[config.mk]
export PLATFORM = sky130hd
export DESIGN_NAME = ab_stim_seq
export DESIGN_NICKNAME = d
export VERILOG_FILES = /design/src/rtl/ab_stim_seq.sv
export SDC_FILE = /design/constraint.sdc
export NUM_CORES = 1
export LEC_CHECK = 0
export ABC_AREA = 0
export CORE_UTILIZATION = 58
export CTS_BUF_LIST = sky130_fd_sc_hd__clkbuf_8
export DETAILED_ROUTE_END_ITERATION = 16
export PLACE_DENSITY = 0.86
export SLEW_MARGIN = 20
export SYNTH_ARGS = -nofsm -noshare
export SYNTH_HDL_FRONTEND = slang
export SYNTH_SLANG_ARGS = --single-unit
[constraint.sdc]
create_clock -name clock -period 3.9 [get_ports clock]
set_input_delay 0.585 -clock clock [delete_from_list [all_inputs] [get_ports clock]]
set_output_delay 0.585 -clock clock [all_outputs]
set_load 0.03 [all_outputs]
[src/rtl/ab_stim_seq.sv]
// ab_stim_seq: upstream stimulus sequencer for a two-input (c = a | b) stage.
// It emits a programmed number of {a,b} operand pairs, either as a 2-bit
// walk (00,01,10,11,...) or taken from an 8-bit Fibonacci LFSR, and reports
// busy/done to the controller.
//
// Handshake: a transfer happens on every rising clock edge where valid=1 and
// ready=1. While valid=1 and ready=0, a, b, vec_cnt and the LFSR all hold.
// When valid=0, a and b keep their last values, so consumers must qualify
// them with valid.
module ab_stim_seq #(
  parameter int         COUNT_W   = 8,
  parameter logic [7:0] LFSR_SEED = 8'hA5
) (
  input  logic               clock,
  input  logic               reset_n,
  input  logic               start,
  input  logic               mode,
  input  logic [COUNT_W-1:0] num_vec,
  input  logic               abort,
  input  logic               ready,
  output logic               a,
  output logic               b,
  output logic               valid,
  output logic               busy,
  output logic               done,
  output logic [COUNT_W-1:0] vec_cnt,
  output logic [1:0]         state_dbg
);

  typedef enum logic [1:0] {
    S_IDLE = 2'd0,
    S_RUN  = 2'd1,
    S_DONE = 2'd2
  } state_t;

  // An all-zero LFSR would lock up, so a zero seed is replaced by 8'h01.
  localparam logic [7:0] SEED_EFF = (LFSR_SEED == 8'h00) ? 8'h01 : LFSR_SEED;

  state_t             state;
  logic               mode_q;
  logic [COUNT_W-1:0] num_q;
  logic [7:0]         lfsr;
  logic               xfer;
  logic [COUNT_W-1:0] cnt_inc;
  logic [7:0]         lfsr_nxt;

  // Transfer strobe, incremented count and next LFSR value (taps 7,5,4,3).
  assign xfer      = valid & ready;
  assign cnt_inc   = vec_cnt + COUNT_W'(1);
  assign lfsr_nxt  = {lfsr[6:0], lfsr[7] ^ lfsr[5] ^ lfsr[4] ^ lfsr[3]};
  assign state_dbg = state;

  // Sequencer FSM with all outputs registered.
  always_ff @(posedge clock or negedge reset_n) begin
    if (!reset_n) begin
      state   <= S_IDLE;
      mode_q  <= 1'b0;
      num_q   <= '0;
      lfsr    <= SEED_EFF;
      a       <= 1'b0;
      b       <= 1'b0;
      valid   <= 1'b0;
      busy    <= 1'b0;
      done    <= 1'b0;
      vec_cnt <= '0;
    end else begin
      done <= 1'b0;
      case (state)
        S_IDLE: begin
          if (start) begin
            if (num_vec != '0) begin
              mode_q  <= mode;
              num_q   <= num_vec;
              vec_cnt <= '0;
              lfsr    <= SEED_EFF;
              // First pair: walk index 0, or the reloaded seed bits.
              a       <= mode ? SEED_EFF[7] : 1'b0;
              b       <= mode ? SEED_EFF[0] : 1'b0;
              valid   <= 1'b1;
              busy    <= 1'b1;
              state   <= S_RUN;
            end else begin
              // Empty sequence: acknowledge with a bare done pulse.
              done <= 1'b1;
            end
          end
        end
        S_RUN: begin
          // A transfer coinciding with abort is still counted.
          if (xfer) begin
            vec_cnt <= cnt_inc;
            lfsr    <= lfsr_nxt;
          end
          if (abort) begin
            valid <= 1'b0;
            busy  <= 1'b0;
            state <= S_IDLE;
          end else if (xfer) begin
            if (cnt_inc == num_q) begin
              valid <= 1'b0;
              busy  <= 1'b0;
              done  <= 1'b1;
              state <= S_DONE;
            end else begin
              // Walk pair k is {k[1],k[0]} where k is the transfers so far.
              a <= mode_q ? lfsr_nxt[7] : cnt_inc[1];
              b <= mode_q ? lfsr_nxt[0] : cnt_inc[0];
            end
          end
        end
        S_DONE: begin
          state <= S_IDLE;
        end
        default: begin
          state <= S_IDLE;
        end
      endcase
    end
  end

endmodule

Word-level counts from Yosys, hierarchy flattened
Index checks and enable logic that the tools add are counted.
W data, S select, Z words.
{"block": "classes", "n_eq_ne": 9, "add_sub_neg": 1, "n_div": 0, "n_mux": 39, "bitwise": 4, "shift": 0, "order_cmp": 0, "reduce_logical": 8, "n_mul": 0}
{"operator": "$mux W8", "count": 6}
{"operator": "$pmux W8 S2", "count": 2}
{"operator": "$mux W1", "count": 21}
{"operator": "$mux W2", "count": 5}
{"operator": "$ne A2 B2 Y1 const B", "count": 5}
{"operator": "$add A8 B1 Y8 const B", "count": 1}
{"operator": "$eq A8 B8 Y1", "count": 1}
{"operator": "$pmux W1 S2", "count": 4}
{"operator": "$reduce_and A4 Y1", "count": 2}
{"operator": "$reduce_bool A8 Y1", "count": 1}
{"operator": "$ne A3 B3 Y1 const B", "count": 2}
{"operator": "$reduce_and A6 Y1", "count": 1}
{"operator": "$reduce_and A5 Y1", "count": 1}
{"operator": "$pmux W2 S2", "count": 1}
{"operator": "$reduce_and A3 Y1", "count": 1}
{"operator": "$xor A1 B1 Y1", "count": 3}
{"operator": "$eq A2 B1 Y1 const B", "count": 1}
{"operator": "$logic_not A2 Y1", "count": 1}
{"operator": "$reduce_bool A2 Y1", "count": 1}
{"operator": "$and A1 B1 Y1", "count": 1}
{"block": "word_totals", "elab_cells": 70, "regBits": 31, "n_memories": 0, "mem_bits_rw": 0, "latchBits": 0, "mem_bits_ro": 0}

Longest topological paths before layout
{"block": "logic_depth", "depth_word": 8, "ltp_mapped": 7, "depth_no_buf": 7}

Least setup slack after synthesis
Ideal clock, no wire load.
{"block": "synth_path", "path_kind": "reg-to-reg", "from": "reg vec_cnt[0]", "to": "reg a", "stages_incl_launch_ff": 8, "path_buffers": 0, "slack_ns": 1.505, "arrival_time_ns": 2.267, "required_ns": 3.772, "setup_time_ns": 0.128, "cell_sequence": "dfrtp_1 > ha_1 > xor2_1 > a2111oi_4 > o311ai_2 > nor4b_2 > a21oi_1 > mux2_1"}
{"block": "synth_between", "elab_chain_cells": 6, "elab_cells_between_ends": 9, "cone_classes": "add/sub: 1; eq/ne: 2; mux: 5; reduce/logical: 1"}
{"element": "from (decl)", "line": "26", "source": "output logic [COUNT_W-1:0] vec_cnt,"}
{"element": "from (signal assigned)", "line": "91", "source": "vec_cnt <= cnt_inc;"}
{"element": "$add A8 B1 Y8 *", "line": "49", "source": "assign cnt_inc = vec_cnt + COUNT_W'(1);"}
{"element": "$mux W1", "line": "106", "source": "a <= mode_q ? lfsr_nxt[7] : cnt_inc[1];"}
{"element": "$mux W1", "line": "99", "source": "if (cnt_inc == num_q) begin"}
{"element": "$mux W1", "line": "98", "source": "end else if (xfer) begin"}
{"element": "$mux W1", "line": "94", "source": "if (abort) begin"}
{"element": "$pmux W1 S2", "line": "68", "source": "case (state)"}
{"element": "to (signal assigned)", "line": "77", "source": "a <= mode ? SEED_EFF[7] : 1'b0;"}
{"element": "to (signal assigned)", "line": "106"}
{"element": "to (decl)", "line": "21", "source": "output logic a,"}
Every way passes the cells marked *; elsewhere a longest branch is shown, timed or not. The select of a mux whose other input is x is not followed.
A chain may end at the register's enable or synchronous reset.

Worst setup path after layout
Same ends and word-level chain as after synthesis.

==> results.md <==
* Status: finished clean
* Core region area at 2758 µm²
* Port Buffers at 28
* Max VDD drop at 0.0005638 V
* Syn avg cell area at 9.755 µm²
* CP max-delay cell: dfrtp_1
* Synth Flop Type: dfrtp_1
* Overall power at 0.001105 W
* Sink Count at 31
* Hold Vio Cnt, Final at 0
* Met1 Use GR at 35.71%
* Clk Latency, worst-skew pair at 0.29 ns
* Largest fanout on the critical path at 8
* CP Class: flip-flop to flip-flop
* Met2 global-route usage at a little under half
* GR Util met3 at 5.814%
* Worst clock skew at 0.004270 ns
* Layout cells sized above 1 at between 10% and 20%
* Hold Path Class: flip-flop to flip-flop
* CP peak stage delay at 0.46 ns
* Die width at 55.79 µm
* First-pass GRT wire length at approximately 6.7 mm
* Wire per inst at 16.86 µm
* Distinct cell type count after synthesis at 42
* Power Dens Cells at 534.4 nW/µm²
* H-tree Lvls at 2
* Hpwl dp at between 2 and 3 mm
* Root Driver: clkbuf_8
* Synth area leaders: dfrtp_1, mux2_2, nand2_1, dfstp_2, o21ai_0
* Flops & latches, synth at 31
* GPL Wtd Cong at 0.8526
* Initial DRC count at 48
* Clock slew at reported path FFs at 0.07 ns
* DIE AREA at 3112 µm²
* Sequential area share after synthesis at 46.53%
* Max-cap violations at 0
* Unrepaired setup endpoints after global routing: no
* Final period utilization at 65.47%
* Rel. slew slack at between 50% and 60%
* Fmax achieved at 391.6 MHz
* Chip height at 55.79 µm
* # resized after CTS at 0
* Num rows at 19
* Worst slew pin tran at 0.7427 ns
* Crit path time final at 2.553 ns
* Fin util at 75.00%
* Gr ovfl total at 0
* Leakage power figure at 0.8366 nW
* Number of flops mapped to enable cells by yosys at 0
* TNS Setup at 0 ns
* Flop2flop setup slack at around 1.3 ns
* Total CTS buffers at 5
* Initial Util at between 60 and 70%
* Post-CTS Setup Bufs at 0
* Syn_nets at 187
* Final setup viols at 0
* Number of global-route vias before repair at around 1400
* Ys async rst share at 100.0%
* Layout area overhead at 23.27%
* Ys Warns at 0
* Remaining antenna violation count at 0
* Diode count at 0
* Fin. max-slew vios at 0
* Drc violations at 0
* Mapped cell area at around 1700 µm²
* Number of antenna violations at the first check in global routing at 0
* IO Count at 29
* Top cell type's share of synthesized area at 40.27%
* Hold_buf cts at 0
* Fin nets at 217
* Arr. time, crit path at about 2.7 ns
* Final wirelength at 3.945 mm
* CTS tree: built
* CP Capture Type: flip-flop
* Startpoint Class: flip-flop
* Vias/cell at 6.329
* Total GRT Usage at between 20 and 30%
* Worst EP required at 4.07 ns
* Gr busiest metal: met2
* First-pass DRT Iterations at 4
* Worst path cell trace: ha_1, xor2_1, a2111oi_4, o311ai_2, nor4b_2, a21oi_1, mux2_1
* Largest net degree at the start of global routing at 32
* Via Count at 1481
* Syn Inst Count at 172
* CTS Buffer Depth at 2
* Largest area contributor in the netlist: dfrtp_1
[critical path: cells and delay by family (launching register included)]
kind | cells | cell delay, ns
AOI/OAI and AO/OA | 3 | 0.72
xor gates and xnor gates | 1 | 0.19
adders and majority gates | 1 | 0.38
DFF | 1 | 0.46
muxes | 1 | 0.35
and+or+nand+nor | 1 | 0.33
[power breakdown]
part	leakage (nW)	switching, W	total, W	internal (W)
clock	0.0453	0.000126	0.000248	0.000122
combinational	0.406	0.000200	0.000379	0.000179
sequential	0.385	0.0000730	0.000479	0.000406
[sequential cells by signal (all words and copies together) (netlist names)]
signal and count:
a 1, b 1, mode_q 1, done 1, vec_cnt 8, lfsr 8, num_q 8, busy 1
state_dbg 2
[path summary, 6_finish.rpt]
kind / from / to / cells past startpoint
max: vec_cnt[0]$_DFFE_PN0P_ / a$_DFFE_PN0P_ / 7
min: lfsr[1]$_DFFE_PN0P_ / lfsr[2]$_DFFE_PN1P_ / 2
max reg2reg: vec_cnt[0]$_DFFE_PN0P_ / a$_DFFE_PN0P_ / 7
min reg2reg: lfsr[1]$_DFFE_PN0P_ / lfsr[2]$_DFFE_PN1P_ / 2
max in group asynchronous: reset_n / lfsr[5]$_DFFE_PN1P_ / 2
min in group asynchronous: reset_n / vec_cnt[4]$_DFFE_PN0P_ / 2
[final cells by class]
cell class / count / area, µm²
Clock inverter: 3 / 16.27
Multi-Input combinational cell: 128 / 842.1
Tap cell: 31 / 38.79
Clock buffer: 5 / 68.82
Timing Repair Buffer: 31 / 302.8
Inverter: 5 / 18.77
Fill cell: 190 / 689.4
Sequential cell: 31 / 780.7
[kinds of logic (layout without fill, tap and decap cells)]
| logic type | after synthesis | in the layout | share of synthesized area (%) |
|---|---|---|---|
| and+or+nand+nor | 62 | 62 | 18.72 |
| AOI/OAI and AO/OA | 42 | 42 | 16.78 |
| DFF | 31 | 31 | 46.53 |
| muxes | 14 | 14 | 9.247 |
| buffers and inverters | 13 | 44 | 3.282 |
| xor gates and xnor gates | 9 | 9 | 4.698 |
| adders and majority gates | 1 | 1 | 0.7456 |
[cells in the mapped netlist, types with 2 or more instances]
cell,count
a21oi_1,6
and2_1,3
and3_1,2
buf_2,2
clkbuf_1,5
dfrtp_1,27
dfstp_2,4
inv_1,5
mux2_1,2
mux2_2,10
mux2i_1,2
nand2_1,29
nand3_1,5
nor2_1,9
nor4_1,3
o21ai_0,21
o22ai_1,2
o31ai_1,4
xnor2_1,8
[per-stage QoR]
step                      hold slack (ns)  worst slack, ns  area [µm²]  instances
after global placement             0.4523            1.218        1983        226
after detailed placement           0.4681            1.110        1983        226
after floorplan                    0.2894            1.505        1678        172
after CTS                          0.4762            1.345        2068        234
after global routing               0.5072            1.195        2068        234
final                              0.4735            1.347        2068        234
[cells in the final DEF, fill, tap and decap left out, drive strengths merged, types with 3 or more instances in the layout]
master	instances
mux2	12
nor2	9
and2	3
clkdlybuf4s50	28
clkbuf	5
o21ai	21
dfstp	4
a21oi	6
o31ai	4
xnor2	8
nand2	29
buf	3
dfrtp	27
nor4	4
nand3	5
inv	6
[per-layer routing]
metal  vias to the layer above  wire length, µm
li1                        674                -
met1                       712             1710
met2                        79             1868
met3                        16              254
met4                         0              110
met5                         -                0
Note: power is estimated with default switching activity, not from simulation.
